===== src/rtl/fpu_div_arbiter.sv =====
// fpu_div_arbiter: round-robin arbiter sharing one multi-cycle FP divider among NREQ requesters
// Optional feature: define FPU_ARB_TIMEOUT_EN to bound WAIT to DIV_TIMEOUT cycles (abort + NaN result)
// Ports:
//   clk, rst_n                        clock, synchronous active-low reset
//   req_valid, req_ready              per-requester handshake; ready is one-hot, only in IDLE
//   req_fpa, req_fpb, req_db, req_rm  per-requester operands, requester i at slice i
//   div_start, div_abort              one-cycle pulses to the divider
//   div_fpa, div_fpb, div_db, div_rm  operands latched at grant, held until the next grant
//   div_done, div_result, div_ieee    divider completion pulse and result
//   rsp_valid, rsp_ready              response handshake; rsp_* held until accepted
//   rsp_id, rsp_result, rsp_ieee      tagged response
//   rsp_timeout                       response produced by a timeout abort
module fpu_div_arbiter #(
    parameter int NREQ        = 2,
    parameter int IDW         = (NREQ > 1) ? $clog2(NREQ) : 1,
    parameter int DIV_TIMEOUT = 64
) (
    input  logic              clk,
    input  logic              rst_n,
    input  logic [NREQ-1:0]   req_valid,
    output logic [NREQ-1:0]   req_ready,
    input  logic [64*NREQ-1:0] req_fpa,
    input  logic [64*NREQ-1:0] req_fpb,
    input  logic [NREQ-1:0]   req_db,
    input  logic [2*NREQ-1:0] req_rm,
    output logic              div_start,
    output logic [63:0]       div_fpa,
    output logic [63:0]       div_fpb,
    output logic              div_db,
    output logic [1:0]        div_rm,
    output logic              div_abort,
    input  logic              div_done,
    input  logic [63:0]       div_result,
    input  logic [4:0]        div_ieee,
    output logic              rsp_valid,
    input  logic              rsp_ready,
    output logic [IDW-1:0]    rsp_id,
    output logic [63:0]       rsp_result,
    output logic [4:0]        rsp_ieee,
    output logic              rsp_timeout
);
    typedef enum logic [1:0] {IDLE, ISSUE, WAIT, RESP} state_t;
    state_t state, state_nxt;
    logic [IDW-1:0] rr, grant;
    logic found, expire;
    logic [63:0] sel_fpa, sel_fpb;
    logic sel_db;
    logic [1:0] sel_rm;

    // search upward from the rr pointer, wrapping, and pick that requester's operands
    always_comb begin
        int idx;
        idx = 0;
        found = 1'b0;
        grant = '0;
        sel_fpa = '0;
        sel_fpb = '0;
        sel_db = 1'b0;
        sel_rm = '0;
        for (int k = 0; k < NREQ; k++) begin
            idx = int'(rr) + k;
            idx = (idx >= NREQ) ? idx - NREQ : idx;
            if (!found && req_valid[idx]) begin
                found = 1'b1;
                grant = IDW'(idx);
                sel_fpa = req_fpa[64*idx +: 64];
                sel_fpb = req_fpb[64*idx +: 64];
                sel_db = req_db[idx];
                sel_rm = req_rm[2*idx +: 2];
            end
        end
    end

`ifdef FPU_ARB_TIMEOUT_EN
    localparam int CW = $clog2(DIV_TIMEOUT + 1);
    logic [CW-1:0] wait_cnt;
    always_ff @(posedge clk)
        wait_cnt <= (!rst_n || state != WAIT) ? '0 : wait_cnt + 1'b1;
    // a done arriving in the expiry cycle wins over the abort
    assign expire = state == WAIT && !div_done && wait_cnt == CW'(DIV_TIMEOUT - 1);
`else
    assign expire = 1'b0;
`endif

    always_ff @(posedge clk)
        state <= !rst_n ? IDLE : state_nxt;

    always_comb begin
        state_nxt = state;
        case (state)
            IDLE:  state_nxt = found ? ISSUE : IDLE;
            ISSUE: state_nxt = WAIT;
            WAIT:  state_nxt = (div_done || expire) ? RESP : WAIT;
            RESP:  state_nxt = rsp_ready ? IDLE : RESP;
            default: state_nxt = IDLE;
        endcase
    end

    // req_ready is gated by rst_n so nothing is offered while a reset is pending
    always_comb begin
        req_ready = (rst_n && state == IDLE && found) ? NREQ'(1) << grant : '0;
        div_start = state == ISSUE;
        rsp_valid = state == RESP;
        div_abort = expire;
    end

    always_ff @(posedge clk) begin
        if (!rst_n) begin
            rr <= '0;
            rsp_id <= '0;
            div_fpa <= '0;
            div_fpb <= '0;
            div_db <= 1'b0;
            div_rm <= '0;
            rsp_result <= '0;
            rsp_ieee <= '0;
            rsp_timeout <= 1'b0;
        end else begin
            if (state == IDLE && found) begin
                rr <= (grant == IDW'(NREQ - 1)) ? '0 : grant + 1'b1;
                rsp_id <= grant;
                div_fpa <= sel_fpa;
                div_fpb <= sel_fpb;
                div_db <= sel_db;
                div_rm <= sel_rm;
            end
            if (state == WAIT && (div_done || expire)) begin
                rsp_result <= div_done ? div_result : 64'h7FF8_0000_0000_0000;
                rsp_ieee <= div_done ? div_ieee : 5'd0;
                rsp_timeout <= expire;
            end
        end
    end
endmodule


===== config.mk =====
export PLATFORM = sky130hd
export DESIGN_NAME = fpu_div_arbiter
export DESIGN_NICKNAME = d
export VERILOG_FILES = /design/src/rtl/fpu_div_arbiter.sv
export SDC_FILE = /design/constraint.sdc
export NUM_CORES = 1
export LEC_CHECK = 0
export BUFFER_PORTS_ARGS = -buffer_cell sky130_fd_sc_hd__buf_2
export CAP_MARGIN = 0
export CORE_AREA = 2 2 211 213
export DETAILED_ROUTE_END_ITERATION = 12
export DIE_AREA = 0 0 213 215
export GPL_ROUTABILITY_DRIVEN = 0
export PLACE_DENSITY = 0.5
export SLEW_MARGIN = 20
export SYNTH_ARGS = -nofsm -noshare
export SYNTH_HDL_FRONTEND = slang
export SYNTH_SLANG_ARGS = --single-unit

===== constraint.sdc =====
create_clock -name clk -period 4.57 [get_ports clk]
set_input_delay 0.914 -clock clk [delete_from_list [all_inputs] [get_ports clk]]
set_output_delay 0.914 -clock clk [all_outputs]
set_load 0.01 [all_outputs]

==> metrics.csv, run 1 <==
metric;value;unit
initial antenna violation count;3;
mux contribution to synthesized area;0;%
CTS sink cnt;204;
XOR/XNOR share of the synthesized area;0;%
VDD IR max;0.0002465;V
Max H-tree Level;1;
Post-Synth Simple-Gate Area;6.916;%
DR vias/cell;4.686;
status;completed;
synthesized area per cell;9.121;µm²
PwrDens;421.8;mW/mm²
final hold vios;0;
Worst-Skew Late Latency;0.53;ns
GRT Util Overall;14.27;%
Max Cap Viol;0;
Max FO, Critical Path;57;
CP endpoint kind;output port;
post_cts resized;0;
DP HPWL;24690;µm
Post CTS Setup Buffer Count;0;
Congestion Overflow GR;0;
die height;215;µm
Worst R2R Start;state[1];
Max transition margin;31.70;%
area grow syn2layout;44.70;%
Seq. cell area;0.004084;mm²
final period utilization;75.41;%
startpoint types;input pin;
row count;77;
Seq cells post-synth;204;
Port Buffers;541;
largest family of logic cells by synthesized area;compound AO/OA/AOI/OAI gates;
endpoints failing setup;0;
number of DRC markers in iteration 0;456;
Hold WC Path Type;reg2reg;
largest net degree at the start of global routing;177;
Cells after Synth;952;
total CTS buffers;24;
Residual DRC;0;
beginning of the worst hold path;rsp_result[30];
Pins Over Slew Limit;0;
Worst Skew;0.007339;ns
Final ANT Viol Nets;0;
cts hold-fix bufs;0;
Pleak;5.330;nW
Avg WL per Cell;17.39;µm
final std cells w/o fill;2017;
core area;0.04364;mm²
Synth Area in Compound Gates;39.51;%
area of the multi-input gates;0.004069;mm²
CTS tree;done;
via count;9451;
Seq/Total Area, Yosys;47.03;%
CTS root buf;clkbuf_16;
first drt pass iteration count;4;
vias in the first global route;9044;
adder-cell share of the synthesized area;0;%
die width;213;µm
WL final;35070;µm
Final #Nets;1745;
Starting Density;19.90;%
Clk pin slew, worst setup/hold paths;0.05;ns
RSZ-0062 raised after global routing;false;
# IOs;544;
cell area after synthesis;0.008683;mm²
crit path kind;in2out;
first-pass GRT wire length;51930;µm
DIE AREA;0.04580;mm²
share of post-route cells with drive strength above 1;45.58;%
f_max;0.2902;GHz
CP Data Required Time;3.66;ns
post-synthesis cell type count;27;
filler cell count;4759;
Tmin final;3.446;ns
Final TNS setup;0;ns
placed cells;1974;
number of warnings issued by yosys;0;
Worst Setup SP;req_valid[1];
clock buffer depth;3;
worst slew pin tran;1.022;ns
Arr. time, crit path;2.53;ns
[cell families after synthesis]
family,after synthesis
flip-flops,204
AO/OA/AOI/OAI,468
AND/OR/NAND/NOR,151
buffers and inverters,128
other,1
[layout by cell type, fill, tap and decap left out, types with 2 or more instances in the layout]
cell       Yosys  final
buf_4          3     13
conb_1         1      2
clkinv_2       0      3
clkbuf_16      0     25
clkbuf_1      99      6
a21oi_1      201    201
clkbuf_8       0      5
bufinv_16      0      2
a211oi_2      50     50
buf_2         16    540
nand2_1      139    139
buf_12         0      3
a32oi_1      131    131
dfxtp_1      204    204
a211oi_1      82     82
nor2b_1        2      2
[registers in the layout, indices dropped and copies added, names as in the netlist]
name and count:
div_rm 2, rsp_ieee 5, div_fpa 64, rsp_id 1, rsp_result 64, rr 1, state 2, div_fpb 64
div_db 1
[cells in the mapped netlist]
library cell	n	area share, %
a21oi_1	201	12
and3_1	1	0.072
dfxtp_1	204	47
a211oi_1	82	7.1
nor2b_1	2	0.14
buf_4	3	0.26
and3b_1	1	0.10
conb_1	1	0.043
o31a_1	1	0.10
buf_2	16	0.92
inv_2	1	0.043
buf_1	2	0.086
buf_6	7	0.91
a32oi_1	131	13
or2_1	1	0.072
nand2_1	139	6.0
a211oi_2	50	7.2
nand3b_1	1	0.086
nand2b_1	1	0.072
clkbuf_1	99	4.3
o211a_1	1	0.12
a21bo_1	1	0.12
a21boi_1	1	0.086
nand3_1	1	0.058
and2_1	2	0.14
nor3b_1	1	0.086
nor2_2	1	0.072
[metrics by stage]
stage	setup WS (ns)	area [µm²]	util, %	hold WS, ns	total power [mW]
CTS	1.113	12560	28.78	0.4519	5.380
global placement	1.079	11760	26.95	0.4387	3.389
finish	1.124	12560	28.79	0.4496	5.300
detailed placement	0.9969	11760	26.95	0.4441	3.402
floorplan	1.656	8687	-	0.4805	2.859
global route	1.066	12560	28.78	0.4663	5.576
[per-layer routing]
metal	vias up	GRT usage, %	part of all wire, %
met1	4464	16.93	41
met5	-	0	0.037
met2	392	24.99	48
li1	4555	-	-
met3	38	4.296	9.5
met4	2	3.357	1.6
[area by class of cell]
| class | count | area share [%] |
|---|---|---|
| Tap cell | 592 | 5.895 |
| Inverter | 1 | 0.06971 |
| Sequential cell | 204 | 32.50 |
| Timing Repair Buffer | 556 | 22.76 |
| Clock inverter | 6 | 0.6572 |
| Multi-Input combinational cell | 621 | 32.38 |
| Clock buffer | 36 | 5.706 |
| Antenna cell | 1 | 0.01992 |
[worst max-delay path, cell delays in order]
cell and delay [ns]:
buf_4 0.50, or2_4 0.23, and2_4 0.16, nor3b_1 0.48, buf_2 0.24
[final timing paths]
check	end	slack (ns)	cells past startpoint
worst max register to register	div_fpb[15]	2.03	5
worst min-delay path	rsp_result[30]	0.45	2
worst min register to register	rsp_result[30]	0.45	2
worst max-delay path	req_ready[1]	1.12	5
[power breakdown]
group	switching [mW]	leakage [nW]	internal (mW)
Clock	0.758	0.391	1.19
Combinational	0.770	3.26	0.497
Sequential	0.106	1.68	1.98
Total	1.63	5.33	3.67
Power figures use the tool's default switching activity.
==> run 2: changes to the inputs <==
--- a/config.mk
+++ b/config.mk
@@ -7,11 +7,11 @@
 export LEC_CHECK = 0
 export BUFFER_PORTS_ARGS = -buffer_cell sky130_fd_sc_hd__buf_2
 export CAP_MARGIN = 0
-export CORE_AREA = 2 2 211 213
+export CORE_AREA = 2 2 210 212
 export DETAILED_ROUTE_END_ITERATION = 12
-export DIE_AREA = 0 0 213 215
+export DIE_AREA = 0 0 212 214
 export GPL_ROUTABILITY_DRIVEN = 0
-export PLACE_DENSITY = 0.5
+export PLACE_DENSITY = 0.51
 export SLEW_MARGIN = 20
 export SYNTH_ARGS = -nofsm -noshare
 export SYNTH_HDL_FRONTEND = slang
==> constraint.sdc (replaced) <==
create_clock -name clk -period 3.1 [get_ports clk]
set_input_delay 0.62 -clock clk [delete_from_list [all_inputs] [get_ports clk]]
set_output_delay 0.62 -clock clk [all_outputs]
set_load 0.01 [all_outputs]
==> run 2 against run 1 <==
  * Global-route usage rose by 0.84 points
  * Critical path type unchanged
  * Critical path depth did not move
  * Sequential share of layout area hardly changed
  * Cell count decreased by 0.25%
  * Via count increased by 1.5%
  * Critical endpoint unchanged
  * Total power rose by 47%
  * First-iteration DRC count increased by 32%
  * Largest power group unchanged
==> metrics.csv, run 2 (synthesis gave the netlist of run 1 again) <==
metric;value;unit;change
row count;76;;-1.3%
Hold WC Path Type;in2reg;;
CTS tree;done;;
Max FO, Critical Path;26;;-54%
cts hold-fix bufs;0;;unchanged
largest net degree at the start of global routing;163;;-7.9%
Worst-Skew Late Latency;0.54;ns;about the same
RSZ-0062 raised after global routing;false;;
DP HPWL;24390;µm;-1.2%
vias in the first global route;9474;;+4.8%
Pins Over Slew Limit;0;;unchanged
Max transition margin;35.82;%;+4.1 points
Residual DRC;0;;unchanged
Arr. time, crit path;1.83;ns;-0.70 ns
status;completed;;
net switching power;2.466;mW;+51%
internal cell power;5.334;mW;+45%
number of DRC markers in iteration 0;604;;+32%
die width;212;µm;-0.47%
first drt pass iteration count;5;;+1
total CTS buffers;25;;+4.2%
PwrDens;620.7;mW/mm²;+47%
core area;0.04289;mm²;-1.7%
Top Registers;div_fpa (64), div_fpb (64), rsp_result (64);;
first-pass GRT wire length;54810;µm;+5.5%
f_max;0.4078;GHz;
Pleak;5.328;nW;about the same
Final TNS setup;0;ns;unchanged
crit path kind;in2out;;
Post CTS Setup Buffer Count;0;;unchanged
clock buffer depth;3;;unchanged
CTS root buf;clkbuf_16;;
Congestion Overflow GR;0;;unchanged
Port Buffers;541;;unchanged
Gate power share;24.2;%;+0.3 points
worst slew pin tran;0.9627;ns;-0.05924 ns
post_cts resized;0;;unchanged
CP endpoint kind;output port;;
final period utilization;79.10;%;
Avg WL per Cell;18.09;µm;+4.0%
CP Data Required Time;2.48;ns;-1.18 ns
Final ANT Viol Nets;0;;unchanged
final hold vios;0;;unchanged
Worst Skew;0.01712;ns;+0.009782 ns
via count;9592;;+1.5%
initial antenna violation count;5;;+2
Flop pwr share;39.3;%;about the same
Tmin final;2.452;ns;
die height;214;µm;-0.47%
Max Cap Viol;0;;unchanged
most frequent cells in the layout;buf_2, dfxtp_1, a21oi_1;;
area grow syn2layout;44.73;%;about the same
Starting Density;20.25;%;+0.35 points
GRT Util Overall;15.11;%;+0.84 points
endpoints failing setup;0;;unchanged
Max H-tree Level;1;;unchanged
Clk pin slew, worst setup/hold paths;0.05;ns;about the same
share of post-route cells with drive strength above 1;45.72;%;+0.14 points
CTS sink cnt;204;;unchanged
final std cells w/o fill;2012;;-0.25%
Final #Nets;1744;;-0.057%
# IOs;544;;unchanged
DR vias/cell;4.767;;+1.7%
Clk pwr share;36.5;%;-0.2 points
WL final;36390;µm;+3.8%
placed cells;1965;;-0.46%
VDD IR max;0.0004293;V;+74%
final core occ;29.30;%;+0.51 points
DIE AREA;0.04537;mm²;-0.93%
startpoint types;input pin;;
Net Sw Frac;31.62;%;+0.79 points
most common cell after layout, fill and taps aside;buf_2;;
[run 2: cell types whose count changed in the layout (fill, tap and decap cells not counted), moves of 2 or more]
cell / before / now
diode_2: 1 / 3
inv_6: 0 / 2
clkbuf_1: 6 / 4
buf_4: 13 / 9
buf_12: 3 / 5
clkinv_2: 3 / 5
clkinvlp_4: 1 / 3
[run 2: path summary, 6_finish.rpt]
kind                       start        endpoint  slack, ns  depth (start not counted)
setup / recovery    req_valid[1]    req_ready[1]       0.65                          5
hold / removal         rsp_ready        state[1]       0.30                          2
setup reg to reg        state[1]  rsp_result[33]       1.20                          4
hold reg to reg   rsp_result[13]  rsp_result[13]       0.45                          2
[run 2: layer usage]
| layer | wire [µm] | share of wire [%] | vias to the layer above | track usage [%] |
|---|---|---|---|---|
| met5 | 13 | 0.036 | - | 0 |
| met4 | 987 | 2.7 | 2 | 3.873 |
| met3 | 3420 | 9.4 | 60 | 4.471 |
| met2 | 17490 | 48 | 477 | 26.47 |
| met1 | 14480 | 40 | 4496 | 17.87 |
| li1 | - | - | 4557 | - |
[run 2: power by group through the flow]
| stage | clock (mW) | combinational [mW] | sequential (mW) |
|---|---|---|---|
| 3_3_place_gp | 0 | 1.89 | 3.11 |
| 2_1_floorplan | 0 | 0.966 | 3.25 |
| 5_1_grt | 3.05 | 2.06 | 3.10 |
| 4_1_cts | 2.95 | 1.91 | 3.06 |
| 3_5_place_dp | 0 | 1.91 | 3.11 |
| 6_report | 2.85 | 1.89 | 3.06 |
[run 2: stage by stage]
| step | setup WS [ns] | instance area (µm²) | hold WS (ns) | power, mW |
|---|---|---|---|---|
| 6_report | 0.6478 | 12570 | 0.2964 | 7.800 |
| 3_3_place_gp | 0.7337 | 11760 | 0.4391 | 5.001 |
| 2_1_floorplan | 0.7739 | 8687 | 0.4805 | 4.215 |
| 3_5_place_dp | 0.6667 | 11760 | 0.4439 | 5.023 |
| 5_1_grt | 0.5485 | 12560 | 0.2741 | 8.219 |
| 4_1_cts | 0.6120 | 12560 | 0.2590 | 7.922 |
[run 2: critical path: stages]
cell and delay [ns]:
buf_4 0.31, or2_4 0.22, and2_4 0.18, nor3b_1 0.30, buf_2 0.20
[run 2: layout make-up]
type	instances	area [µm²]
timing repair buffer	554	2870
antenna	3	7.507
multi-input combinational	621	4069
sequential	204	4084
fill	4681	30320
clock buffer	34	709.4
clock inverter	10	86.33
tap	585	732.0
inverter	1	8.758
